<file path="config.mk">
export PLATFORM = sky130hd
export DESIGN_NAME = fetch_stage
export DESIGN_NICKNAME = d
export VERILOG_FILES = /design/src/rtl/fetch_stage.sv
export SDC_FILE = /design/constraint.sdc
export NUM_CORES = 1
export LEC_CHECK = 0
export ABC_AREA = 1
export CAP_MARGIN = 20
export CORE_UTILIZATION = 50
export CTS_CLUSTER_SIZE = 14
export DETAILED_ROUTE_END_ITERATION = 10
export PLACE_DENSITY = 0.77
export SYNTH_ARGS = -nofsm -noshare
export SYNTH_HDL_FRONTEND = slang
export SYNTH_SLANG_ARGS = --single-unit
</file>
<file path="constraint.sdc">
create_clock -name clk -period 7.05 [get_ports clk]
set_input_delay 1.0575 -clock clk [delete_from_list [all_inputs] [get_ports clk]]
set_output_delay 1.0575 -clock clk [all_outputs]
set_load 0.1 [all_outputs]
</file>
<file path="src/rtl/fetch_stage.sv">
// Fetch stage: takes PCs from pre-fetch, waits on ICache when needed,
// and queues finished or exception-tagged entries in order for decode.
package fetch_pkg;
  typedef struct packed {
    logic [31:0] inst;
    logic [31:0] pc;
    logic        ex;
    logic [4:0]  exccode;
    logic        tlb_refill;
    logic [31:0] badvaddr;
  } fs_entry_t;
endpackage

module fetch_stage
  import fetch_pkg::*;
#(
  parameter int QUEUE_DEPTH = 4,
  parameter int DROP_MAX    = 3
) (
  input  logic        clk,
  input  logic        reset,
  input  logic        pfs_to_valid,
  output logic        fs_allowin,
  input  logic        pfs_inst_valid,
  input  logic [31:0] pfs_inst,
  input  logic [31:0] pfs_pc,
  input  logic        pfs_ex,
  input  logic [4:0]  pfs_exccode,
  input  logic        pfs_tlb_refill,
  input  logic        icache_data_ok,
  input  logic [31:0] icache_rdata,
  input  logic        inst_tlb_ex,
  input  logic        inst_tlb_refill,
  input  logic [4:0]  inst_tlb_exccode,
  input  logic        flush,
  input  logic        ds_allowin,
  output logic        fs_to_ds_valid,
  output logic [31:0] fs_inst,
  output logic [31:0] fs_pc,
  output logic        fs_ex,
  output logic [4:0]  fs_exccode,
  output logic        fs_tlb_refill,
  output logic [31:0] fs_badvaddr
);

  localparam int PW = $clog2(QUEUE_DEPTH);
  localparam int CW = PW + 1;

  typedef enum logic {IDLE, WAIT} state_t;

  state_t      state, state_n;
  logic [31:0] pend_pc, pend_n;
  logic [1:0]  drop_cnt, drop_n;
  logic [PW-1:0] head, tail;
  logic [CW-1:0] count;
  fs_entry_t   q [QUEUE_DEPTH];
  fs_entry_t   enq_e, hd;
  logic        enq, accept, pop;
  logic        stale, d_inc, d_dec;

  assign stale  = icache_data_ok & (drop_cnt != 2'd0);
  assign fs_allowin = (state == IDLE)
                    & (count < CW'(QUEUE_DEPTH))
                    & (drop_cnt < 2'(DROP_MAX));
  assign accept = pfs_to_valid & fs_allowin & ~flush;
  assign fs_to_ds_valid = (count != '0);
  assign pop    = fs_to_ds_valid & ds_allowin & ~flush;

  // Next state, pending PC and the entry to enqueue.
  always_comb begin
    state_n = state;
    pend_n  = pend_pc;
    enq     = 1'b0;
    enq_e   = '0;
    if (flush) begin
      state_n = IDLE;
      pend_n  = '0;
    end else begin
      unique case (state)
        IDLE: if (accept) begin
          if (pfs_inst_valid | pfs_ex) begin
            enq              = 1'b1;
            enq_e.inst       = pfs_ex ? 32'd0 : pfs_inst;
            enq_e.pc         = pfs_pc;
            enq_e.ex         = pfs_ex;
            enq_e.exccode    = pfs_exccode;
            enq_e.tlb_refill = pfs_tlb_refill;
            enq_e.badvaddr   = pfs_pc;
          end else begin
            pend_n  = pfs_pc;
            state_n = WAIT;
          end
        end
        WAIT: if (icache_data_ok & ~stale) begin
          enq              = 1'b1;
          enq_e.inst       = icache_rdata;
          enq_e.pc         = pend_pc;
          enq_e.ex         = inst_tlb_ex;
          enq_e.exccode    = inst_tlb_exccode;
          enq_e.tlb_refill = inst_tlb_refill;
          enq_e.badvaddr   = pend_pc;
          state_n          = IDLE;
        end
      endcase
    end
  end

  // A flush in WAIT orphans the in-flight request unless its
  // response is arriving right now; stale responses retire one each.
  always_comb begin
    d_inc  = flush & (state == WAIT) & ~(icache_data_ok & ~stale);
    d_dec  = stale;
    drop_n = drop_cnt;
    if (d_inc & ~d_dec)
      drop_n = (drop_cnt == 2'(DROP_MAX)) ? drop_cnt : drop_cnt + 2'd1;
    else if (d_dec & ~d_inc)
      drop_n = drop_cnt - 2'd1;
  end

  // Control state registers.
  always_ff @(posedge clk or negedge reset) begin
    if (!reset) begin
      state    <= IDLE;
      pend_pc  <= '0;
      drop_cnt <= '0;
    end else begin
      state    <= state_n;
      pend_pc  <= pend_n;
      drop_cnt <= drop_n;
    end
  end

  // Queue pointers and occupancy.
  always_ff @(posedge clk or negedge reset) begin
    if (!reset) begin
      head  <= '0;
      tail  <= '0;
      count <= '0;
    end else if (flush) begin
      head  <= '0;
      tail  <= '0;
      count <= '0;
    end else begin
      if (enq) tail <= tail + PW'(1);
      if (pop) head <= head + PW'(1);
      count <= count + CW'(enq) - CW'(pop);
    end
  end

  // Queue storage; contents are only visible through the valid head.
  always_ff @(posedge clk) begin
    if (enq) q[tail] <= enq_e;
  end

  assign hd = fs_to_ds_valid ? q[head] : '0;

  assign fs_inst       = hd.inst;
  assign fs_pc         = hd.pc;
  assign fs_ex         = hd.ex;
  assign fs_exccode    = hd.exccode;
  assign fs_tlb_refill = hd.tlb_refill;
  assign fs_badvaddr   = hd.badvaddr;

endmodule
</file>
==> impl_metrics.json, run 1 <==
{
  "die_h_um": 171,
  "fin_cells": 1917,
  "cts-root-buf": "clkbuf_16",
  "grt_antenna_before_repair": 1,
  "via_count": 10200,
  "slew_headroom_pct": 29.3,
  "start_kind": "flip-flop",
  "fillers": 2138,
  "post_drt_wl_per_cell_um": 17.5,
  "rows": 61,
  "regToRegSetupSlack_ns": 3.29,
  "placeableCoreArea_sq_um": 28000,
  "path_clk_slew_ns": 0.06,
  "routed_wl_um": 33500,
  "synth_area_leaders": "edfxtp_1, o21ai_0, nor2_1, dfrtp_1, a21oi_1",
  "min_path_cells": 2,
  "drcViolationCount": 0,
  "min-delay-path-class": "reg -> reg",
  "grt_first_pass_wirelength_um": 51300,
  "ctsResizeCount": 0,
  "dieWidth_um": 171,
  "avgSynthCellArea_sq_um": 10.6,
  "synth_ff_type": "edfxtp_1",
  "setup_violations": 0,
  "multi_input_area_sq_um": 3850,
  "grt_max_degree": 111,
  "synth_warnings": 0,
  "clock-sinks": 326,
  "dieArea_sq_um": 29400,
  "rsz0062_at_grt": "false",
  "synth_most_common_cell": "nor2_1",
  "clk_latency_ns": 0.50,
  "finClkSkew_ns": 0.00743,
  "irDropWorstVdd_uv": 464,
  "r2r-end": "count[2]",
  "seq_area_frac_synth_pct": 66.8,
  "power.leakage_nw": 6.57,
  "diodes": 0,
  "r2r.worst_path.cells": 12,
  "met3_usage_pct": 3.15,
  "io_pins": 222,
  "drtPass1Iterations": 5,
  "period_share_pct": 74.8,
  "yosysTopAreaCell": "edfxtp_1",
  "syn-num-nets": 1480,
  "synth_edf_count": 284,
  "powerDensity_nw_per_um2": 442,
  "yosys.area.top_type_share_pct": 59.5,
  "gp_congestion": 0.766,
  "start_util_pct": 51.2,
  "place.detailed.hpwl_um": 19200,
  "num-nets-final": 1637,
  "grt_use_met2_pct": 40.8,
  "grt.overflow.total": 0,
  "mappedNetlistArea_sq_um": 14300,
  "post_cts_buffers": 0,
  "fin_setup_tns_ns": 0,
  "hold_end": "pend_pc[26]",
  "ys_ff_latch": 326,
  "worstPathRequired_ns": 5.99,
  "gr-max-usage-layer": "met2",
  "htree_levels": 2,
  "critPathMaxFanout": 80,
  "status": "finished clean",
  "finalCriticalPeriod_ns": 5.28,
  "seqCellArea_sq_um": 9580,
  "final_layout_size_suffix_gt1_share_pct": 7.93,
  "async_flop_share_pct": 12.9,
  "antenna_left": 0,
  "track_usage_pct": 22.9,
  "cts_buffers": 35,
  "yosysUniqueCellTypes": 30,
  "hold_buffers": 0,
  "synth_cells": 1356,
  "routed_via_density": 5.31,
  "hold_viol": 0,
  "placed_cells": 1850,
  "cap_violations": 0,
  "crit_type": "reg -> out",
  "hp-start": "pend_pc[26]",
  "io_buffers": 221,
  "cts_buffer_depth": 3,
  "synthTopCellsByCount": "nor2_1, edfxtp_1, o21ai_0, inv_1",
  "final_util_pct": 63.6,
  "max_freq_mhz": 190,
  "cts_tree": "yes",
  "rr_startpoint": "state",
  "maxSlewViolCount": 0,
  "crit_arrival_ns": 4.22,
  "first_global_vias": 9862,
  "cp-end-kind": "output pin",
  "use_met1_pct": 28.6,
  "drtIter0Drc": 738,
  "fin_total_pwr_mw": 7.87,
  "area_growth_pct": 24.2,
  "tightest_slew_ns": 1.06
}
## power breakdown
group / switching (mW) / leakage, nW / internal (mW)
clock: 0.713 / 0.568 / 1.13
sequential: 0.0479 / 3.22 / 2.17
combinational: 3.03 / 2.78 / 0.783
## worst max-delay path by stage
stage / from / end / slack, ns / cells after the start
detailed placement: flush / count[2] / 2.14 / 13
global route: head[0] / fs_badvaddr[7] / 1.51 / 5
floorplan: flush / q[3][100] / 1.80 / 6
finish: head[0] / fs_pc[31] / 1.77 / 5
global placement: flush / count[2] / 2.22 / 13
CTS: head[0] / fs_badvaddr[18] / 1.75 / 5
## cell type report
class                      instances  share of cell area [%]
sequential                       326                    53.8
multi-input combinational        827                    21.6
timing repair buffer             238                    13.6
clock buffer                      47                    5.52
tap                              378                    2.65
inverter                          85                    1.81
clock inverter                    16                    1.01
## layout by cell type, fill, tap and decap left out, types with 5 or more instances in the layout
cell type	count
clkbuf_16	37
dfrtp_1	40
clkbuf_1	8
ha_1	6
a21oi_1	78
buf_4	11
nor2_2	37
nand2_1	78
inv_1	80
o21ai_0	270
nor2_4	5
nor2_1	327
clkdlybuf4s50_1	220
clkinv_2	8
edfxtp_1	284
clkinv_1	5
nand3_1	5
## sequential cells by signal, indices dropped and copies added, names as in the netlist
register / cells
q: 284
state: 1
count: 3
pend_pc: 32
head: 2
tail: 2
drop_cnt: 2
## logic make-up (layout without fill, tap and decap cells)
family,count (synthesis),after routing,synth area share [%]
AND/OR/NAND/NOR,459,459,13.0
flip-flops,326,326,66.8
buffers and inverters,203,386,6.66
adder cells (fa/ha/maj),7,7,0.663
AO/OA/AOI/OAI,357,357,12.7
XOR/XNOR,1,1,0.0611
multiplexers,3,3,0.209
## per-stage QoR
stage	instance area, sq um	setup slack [ns]	hold slack (ns)
finish	17800	1.77	0.483
global route	17800	1.51	0.504
CTS	17700	1.75	0.483
detailed placement	16600	2.14	0.468
global placement	16600	2.22	0.461
floorplan	14300	1.80	0.448
## critical path, cell delays in order, from the launching register on
cell	delay [ns]
dfrtp_4	0.65
clkinv_2	0.72
buf_4	0.62
o21ai_0	0.19
a21oi_1	0.29
clkdlybuf4s50_1	1.19
## metal layers
layer / wire length, um / vias to the layer above / share of wire, %
met5: 13 / - / 0.039
met3: 1550 / 72 / 4.6
met4: 984 / 2 / 2.9
li1: - / 4899 / -
met2: 17100 / 304 / 51
met1: 13900 / 4909 / 41
No activity file was read; power rests on OpenSTA's default activity.
==> run 2, diff against run 1 <==
- CORE_UTILIZATION: 50 -> 49
- PLACE_DENSITY: 0.77 -> 0.79
- clock period: 7.05 -> 4.43 ns (I/O delays scaled with it)
==> impl_metrics.json, run 2 (synthesis gave the netlist of run 1 again) <==
{
  "layout.cells.most_common": "nor2_1",
  "irDropWorstVdd_uv": 607,
  "regToRegSetupSlack_ns": 1.64,
  "drtPass1Iterations": 5,
  "crit_arrival_ns": 2.80,
  "placed_cells": 1863,
  "path_delay_family": "buffers and inverters",
  "place.detailed.hpwl_um": 20100,
  "fin_setup_tns_ns": 0,
  "critPathMaxFanout": 70,
  "power_frac_seq_pct": 29.2,
  "cap_violations": 0,
  "status": "finished clean",
  "min-delay-path-class": "in -> async",
  "cts_tree": "yes",
  "io_buffers": 221,
  "final_cell_mix": "nor2_1, edfxtp_1, o21ai_0",
  "power.leakage_nw": 6.68,
  "drtIter0Drc": 978,
  "rows": 62,
  "track_usage_pct": 22.3,
  "rsz0062_at_grt": "false",
  "dieArea_sq_um": 30000,
  "grt_antenna_before_repair": 0,
  "post_drt_wl_per_cell_um": 17.5,
  "setup_ws_ns": 0.968,
  "antenna_left": 0,
  "grt_first_pass_wirelength_um": 52700,
  "largest_reg_flops": 284,
  "cts-root-buf": "clkbuf_16",
  "p_int_mw": 5.94,
  "final_layout_size_suffix_gt1_share_pct": 14.5,
  "period_share_pct": 78.1,
  "path_buf_inv": 3,
  "path_depth": 5,
  "die_h_um": 173,
  "cp-end-kind": "output pin",
  "rr_startpoint": "state",
  "crit_path_end": "fs_pc[0]",
  "diodes": 0,
  "via_count": 10200,
  "clk_latency_ns": 0.55,
  "path_clk_slew_ns": 0.06,
  "multi_input_area_sq_um": 3850,
  "place_ws_ns": 0.735,
  "start_kind": "flip-flop",
  "finalCriticalPeriod_ns": 3.46,
  "finClkSkew_ns": 0.0162,
  "htree_levels": 1,
  "post_cts_buffers": 0,
  "first_global_vias": 10100,
  "worstPathRequired_ns": 3.77,
  "slew_headroom_pct": 28.7,
  "max_freq_mhz": 289,
  "cts_buffers": 30,
  "p_clk_share_pct": 20.8,
  "r2r-end": "q[3][62]",
  "hold_viol": 0,
  "powerDensity_nw_per_um2": 687,
  "placeableCoreArea_sq_um": 28800,
  "path_cells": "inv_4 > buf_4 > o21ai_0 > a21oi_1 > buf_4",
  "crit_type": "reg -> out",
  "power.switching_mw": 6.00,
  "clock-sinks": 326,
  "tightest_slew_ns": 1.07,
  "start_util_pct": 49.8,
  "maxSlewViolCount": 0,
  "hold_buffers": 0,
  "cpMostUsedCell": "buf_4",
  "cts_buffer_depth": 3,
  "num-nets-final": 1636,
  "fin_cells": 1917,
  "drcViolationCount": 0,
  "top_register": "q",
  "routed_via_density": 5.33,
  "grt.overflow.total": 0,
  "combinationalPowerShare_pct": 50.0,
  "slowest_delay_ns": 0.49,
  "grt_max_degree": 79,
  "setup_violations": 0,
  "critPathLaunch": "head[0]",
  "routed_wl_um": 33500,
  "r2r.worst_path.cells": 7,
  "cp_slowest_cell": "dfrtp_4",
  "sw_frac_of_total_pct": 50.3,
  "dieWidth_um": 173,
  "io_pins": 222,
  "gp_congestion": 0.784,
  "ctsResizeCount": 0,
  "fillers": 2259,
  "top_regs": "q x284, pend_pc x32, count x3",
  "area_growth_pct": 21.1,
  "seqCellArea_sq_um": 9580
}
run 2: cell count changes in the layout (fill, tap and decap cells not counted), sizes merged:
cell and delta:
clkinv -6, buf +107, bufinv -3, clkdlybuf4s50 -103
clkbuf -3, clkinvlp -1, inv +3
run 2: per-layer routing:
layer / vias up / share of wire [%] / wire length, um / global-route usage [%]
met5: - / 0 / 0 / 0
met4: 0 / 2.3 / 770 / 6.97
met3: 50 / 6.1 / 2040 / 2.92
met2: 384 / 50 / 16800 / 38.1
met1: 4904 / 41 / 13900 / 29.7
li1: 4885 / - / - / -
run 2: metrics by stage:
step	utilization [%]	power [mW]	hold slack [ns]	instance area, sq um
after detailed placement	56.9	9.53	0.468	16400
after global placement	56.9	9.47	0.461	16400
after CTS	60.3	12.0	0.229	17300
after floorplan	-	8.38	0.369	14300
after global routing	60.4	12.3	0.266	17400
final	60.4	11.9	0.227	17400
run 2: cell type report:
cell class                 instances  share of cell area, %
multi-input combinational        827                   22.2
timing repair buffer             242                   12.5
tap                              384                   2.77
sequential                       326                   55.2
clock buffer                      44                   5.10
clock inverter                     9                  0.425
inverter                          85                   1.87
run 2: worst min path at each step:
stage	endpoint	slack, ns	cells after the start
finish	tail[0]	0.23	2
global route	pend_pc[6]	0.27	2
CTS	tail[0]	0.23	2
detailed placement	pend_pc[4]	0.47	2
global placement	pend_pc[4]	0.46	2
floorplan	count[0]	0.37	0
run 2: power groups by stage:
stage / Combinational (mW) / Sequential (mW) / Clock (mW)
6_report: 5.97 / 3.49 / 2.48
5_1_grt: 6.20 / 3.50 / 2.63
4_1_cts: 5.99 / 3.49 / 2.50
3_5_place_dp: 5.98 / 3.55 / 0
3_3_place_gp: 5.93 / 3.55 / 0
2_1_floorplan: 4.85 / 3.54 / 0
==> RTL edit 1: new RTL, config.mk and constraints of run 2 <==
Reset style: synchronous (`reset`), changed in 2 clocked blocks.
--- a/src/rtl/fetch_stage.sv
+++ b/src/rtl/fetch_stage.sv
@@ -118,7 +118,7 @@
   end
 
   // Control state registers.
-  always_ff @(posedge clk or negedge reset) begin
+  always_ff @(posedge clk) begin
     if (!reset) begin
       state    <= IDLE;
       pend_pc  <= '0;
@@ -131,7 +131,7 @@
   end
 
   // Queue pointers and occupancy.
-  always_ff @(posedge clk or negedge reset) begin
+  always_ff @(posedge clk) begin
     if (!reset) begin
       head  <= '0;
       tail  <= '0;
Formal check against the unedited RTL: differs if reset is asserted again (counterexample within 4 cycles, from zero or initial values and one cycle with reset low); with reset held inactive, the same outputs for 4 cycles.
==> RTL edit 1 against run 2 <==
Global-route usage is 0.42 points lower; die area is 2.1% higher; synthesized cell count is 0.96% lower; count of clock-buffer cells in the layout stayed put; routed wire length is 2.2% higher; final cell count is 0.63% lower; critical path depth stayed put; core utilization is 0.50 points higher; synthesized area is 2.1% higher; final area is 1.9% higher; worst setup slack worse by 0.16 ns; sequential cell count is 2 higher; critical path type unchanged; critical endpoint is now fs_pc[11]; largest cell class unchanged.
Power is not compared: it rests on default switching activity, and its combinational part moved more than twofold at a synthesized area within 25%.
==> RTL edit 1: results (changes against run 2) <==
Synth
  • Adder-cell share of the synthesized area: 0.649% (-0.014 points)
  • Post-synthesis mux area share: 0% (-0.21 points)
  • Synth Area in XOR/XNOR: 0.0598% (-0.0013 points)
  • Post-synth top flop: edfxtp_1
  • Ys Warns: 0 (unchanged)
  • Fraction of registers with async set/reset: 0% (-13 points)
  • Post-synth net total: 1467 (-0.88%)
  • Ranking of synthesized cells by area: edfxtp_1 (58%), nor2_1 (12%), o21ai_0 (6.0%)
  • Compound-Gate Fraction of Synth Area: 10.2% (-2.5 points)
  • EDFF count, synth: 284 (unchanged)
  • Post-synthesis sequential area ratio: 64.2% (-2.6 points)
  • Distinct cell type count after synthesis: 29 (-3.3%)
  • Synth top cells by count: nor2_1 (468), edfxtp_1 (284), o21ai_0 (177)

Place
  • Final GP Congestion: 0.766 (-2.3%)
  • Port Buffers: 221 (unchanged)
  • Post-DP HPWL: 20500 µm (+1.9%)
  • Placed cell area: 16700 µm² (+1.6%)

CTS
  • H-tree levels: 2 (+1)
  • CTS resizes: 0 (unchanged)
  • CTS root buffer: clkbuf_16
  • Worst-Skew Late Latency: 0.51 ns (-0.04 ns)
  • Clock Tree Buf Depth: 3 (unchanged)
  • Post-CTS setup buffer count: 0 (unchanged)
  • Num CTS Buffers: 34 (+13%)
  • Worst-path clk slew: 0.06 ns (about the same)

Global routing
  • Initial antenna violation count: 0 (unchanged)
  • Total GRT Usage: 21.9% (-0.42 points)
  • M1 GR Usage: 28.4% (-1.3 points)
  • M3 GR Usage: 3.79% (+0.86 points)
  • Met2 Use GR: 37.4% (-0.65 points)
  • Number of global-route vias before repair: 9901 (-1.8%)
  • First-pass GRT wire length: 52200 µm (-0.96%)
  • Total gr overflow: 0 (unchanged)
  • Largest net degree at the start of global routing: 104 (+32%)

Drt
  • Routed WL: 34200 µm (+2.2%)
  • Post-route DRC: 0 (unchanged)
  • Initial DRT Pass Iterations: 5 (unchanged)
  • Vias/cell: 5.39 (+1.0%)
  • Initial DRC count: 835 (-15%)

Timing
  • Setup Skew: 0.0221 ns (+0.00585 ns)
  • Slew headroom: 26.8% (-1.9 points)

Pwr
  • VDD IR max: 0.247 mV
  • Leak: around 6.2 nW

Setup path
  • Crit-path max cell delay: 0.70 ns (+0.21 ns)
  • CP arrival: 2.96 ns (+0.16 ns)
  • CP Max Fanout: 103 (+47%)
  • Slowest stage cell, crit path: inv_4

Cells and area
  • N_diodes: 0 (unchanged)
  • Layout cells sized above 1: 15.9% (+1.4 points)
  • Nets: 1623 (-0.79%)
  • Largest registers: q (284), pend_pc (32), count (3)

Min path
  • Worst hold path class: flop to flop

Status
  • Outcome: finished clean
==> RTL edit 1: stage by stage <==
step	cells	setup slack [ns]
finish	1905	0.810
detailed placement	1847	1.12
CTS	1905	0.784
global placement	1847	1.19
floorplan	1343	-0.299
global route	1905	0.638
==> RTL edit 1: final timing paths <==
path	startpoint	endpoint	slack [ns]	cells past startpoint
worst min-delay path	head[1]	flop	0.46	2
worst max register to register	count[2]	count[2]	1.39	10
worst max-delay path	flop	fs_pc[11]	0.81	5
worst min register to register	head[1]	flop	0.46	2
==> RTL edit 1: logic make-up (layout without fill, tap and decap cells) <==
kind of cell    after synthesis  in the layout
compound gates              294            294
flops                       328            328
xor+xnor                      1              1
simple gates                562            562
fa+ha+maj                     7              7
buf+inv                     151            329
==> RTL edit 1: area by class of cell <==
cell class	count	area, µm²
Clock inverter	14	129
Multi-Input combinational cell	864	4460
Clock buffer	44	920
Fill cell	2290	11400
Timing Repair Buffer	241	2180
Sequential cell	328	9420
Tap cell	384	480
Inverter	30	116
==> RTL edit 1: power groups by stage <==
stage | clock network [mW] | registers (mW) | logic [mW]
floorplan | 0 | 3.43 | 0.347
global placement | 0 | 3.43 | 0.526
detailed placement | 0 | 3.43 | 0.533
CTS | 2.71 | 3.37 | 0.537
global route | 2.84 | 3.37 | 0.564
finish | 2.68 | 3.37 | 0.535
==> RTL edit 1: critical path: cells and delay by family, from the launching register on <==
family / cells / cell delay, ns
AO/OA/AOI/OAI: 2 / 0.51
flip-flops: 1 / 0.49
buffers and inverters: 3 / 1.46
==> RTL edit 1: per-layer routing <==
layer / part of all wire [%] / wire [µm]
met1: 42 / 14300
met2: 49 / 16800
met3: 7.0 / 2380
met5: 0 / 0
met4: 2.1 / 729
==> RTL edit 2: new RTL, config.mk and constraints of run 2 <==
Made on the original files. Set the parameter `QUEUE_DEPTH` to 2 (it was 4).
--- a/src/rtl/fetch_stage.sv
+++ b/src/rtl/fetch_stage.sv
@@ -14,7 +14,7 @@
 module fetch_stage
   import fetch_pkg::*;
 #(
-  parameter int QUEUE_DEPTH = 4,
+  parameter int QUEUE_DEPTH = 2,
   parameter int DROP_MAX    = 3
 ) (
   input  logic        clk,
Function: changed (a bounded check fails within 4 cycles, from zero or initial values and one cycle with reset low).
==> RTL edit 2 against run 2 <==
Synthesized area decreased by 42%; worst setup slack improved by 0.25 ns; via count decreased by 36%; sequential cell count decreased by 145; non-clock buffer count decreased by 9; sequential power decreased by 45%; hold slack improved by 0.15 ns; clock skew decreased by 0.0095 ns; final area decreased by 38%; power decreased by 58%; routed wire length decreased by 41%; synthesized cell count decreased by 35%.
==> RTL edit 2: results (changes against run 2) <==
Job
  • Max-cap violations: 0 (unchanged)

Pwr
  • Leak: 4.64 nW (-30%)
  • VDD IR max: 0.311 mV (-49%)
  • Sw Share: 38.7% (-12 points)

Timing
  • Final hold slack: 0.373 ns (+0.146 ns)
  • Least-Margin Pin Slew: 0.971 ns (-0.0981 ns)
  • Setup Skew: 0.00674 ns (-0.00950 ns)

Global routing
  • M1 GR Usage: 30.4% (+0.68 points)
  • Total GRT Usage: 23.3% (+1.0 points)
  • First-pass GRT wire length: 31500 µm (-40%)
  • Number of global-route vias before repair: 6070 (-40%)
  • M3 GR Usage: 3.87% (+0.95 points)
  • Met2 Use GR: 39.0% (+0.93 points)
  • Initial antenna violation count: 0 (unchanged)
  • Largest net degree at the start of global routing: 101 (+28%)

CTS
  • Post-CTS setup buffer count: 0 (unchanged)
  • Clock Tree Buf Depth: 2 (-1)
  • Num CTS Buffers: 17 (-43%)
  • H-tree levels: 4 (+3)
  • Worst-Skew Late Latency: 0.42 ns (-0.13 ns)
  • CTS resizes: 0 (unchanged)
  • Worst-path clk slew: 0.06 ns (about the same)
  • CTS root buffer: clkbuf_16

Synth
  • Ranking of synthesized cells by area: edfxtp_1 (51%), nand2_1 (13%), dfrtp_1 (12%)
  • EDFF count, synth: 142 (-50%)
  • Post-synth top flop: edfxtp_1
  • Post-synth net total: 995 (-33%)
  • Fraction of registers with async set/reset: 21.5% (+8.7 points)
  • Distinct cell type count after synthesis: 25 (-17%)
  • Avg Synthesized Cell Area: 9.54 µm² (-9.9%)
  • Post-synthesis sequential area ratio: 62.7% (-4.1 points)
  • Ys Warns: 0 (unchanged)
  • Synth top cells by count: nand2_1 (281), edfxtp_1 (142), nor2_1 (81)

Drt
  • Vias: 6499 (-36%)
  • Routed wire length on met3: 1150 µm (-44%)
  • Initial DRT Pass Iterations: 5 (unchanged)
  • DR WL met2: 9810 µm (-42%)
  • Initial DRC count: 473 (-52%)
  • M1 WL: 8270 µm (-40%)
  • Top layer in use: met4
  • WL per Instance: 15.4 µm (-12%)

Place
  • Final GP Congestion: 0.756 (-3.5%)
  • Dpl cells: 1243 (-33%)
  • Post-DP HPWL: 12800 µm (-36%)
  • Dpl ws: 1.16 ns (+0.423 ns)

Status
  • Outcome: finished clean

Cells and area
  • Fin cells: 1275 (-33%)
  • Layout cells sized above 1: 15.4% (+0.81 points)
  • Largest registers: q (142), pend_pc (32)
  • Nets: 1161 (-29%)
  • N_diodes: 0 (unchanged)
  • Fill cells: 1305 (-42%)

Min path
  • Worst hold path class: input pin to async pin

Setup path
  • R2r setup slk: 1.44 ns (-0.20 ns)
  • CP Max Fanout: 15 (-79%)
  • CP arrival: 2.54 ns (-0.26 ns)
  • Setup crit end kind: primary output
==> RTL edit 2: cells by family after synthesis <==
group / after synthesis / synth area share [%]
AO/OA/AOI/OAI: 185 / 11.2
buffers and inverters: 130 / 8.18
AND/OR/NAND/NOR: 377 / 17.5
adder cells (fa/ha/maj): 2 / 0.299
flip-flops: 181 / 62.7
XOR/XNOR: 1 / 0.105
==> RTL edit 2: cell type report <==
class | count | area share [%]
sequential | 181 | 48.8
multi-input combinational | 565 | 22.8
timing repair buffer | 233 | 19.0
clock buffer | 24 | 4.68
tap | 220 | 2.56
inverter | 44 | 1.56
clock inverter | 8 | 0.675
==> RTL edit 2: critical path, stage by stage (launching register included) <==
cell             delay [ns]
dfrtp_1                0.61
nor2_1                 0.26
nand2_1                0.07
inv_1                  0.06
clkdlybuf4s50_1        1.12
==> RTL edit 2: power by group through the flow <==
stage	sequential [mW]	clock [mW]	combinational [mW]
floorplan	1.94	0	1.32
global placement	1.94	0	1.66
detailed placement	1.94	0	1.67
CTS	1.91	1.46	1.68
global route	1.91	1.54	1.74
finish	1.91	1.44	1.67
==> RTL edit 2: final timing paths <==
kind	startpoint	endpoint	depth (start not counted)
worst max-delay path	state	fs_allowin	4
worst min-delay path	reset	pend_pc[14]	1
worst max register to register	state	q[0][33]	5
worst min register to register	pend_pc[26]	pend_pc[26]	2
max in group asynchronous	reset	head	1
min in group clk	pend_pc[26]	pend_pc[26]	2
==> RTL edit 2: metrics by stage <==
step	utilization [%]	instance area (µm²)	power (mW)
after global routing	64.6	10700	5.20
after global placement	61.1	10200	3.61
after detailed placement	61.1	10200	3.62
after CTS	64.6	10700	5.05
after floorplan	-	8360	3.26
final	64.6	10700	5.02
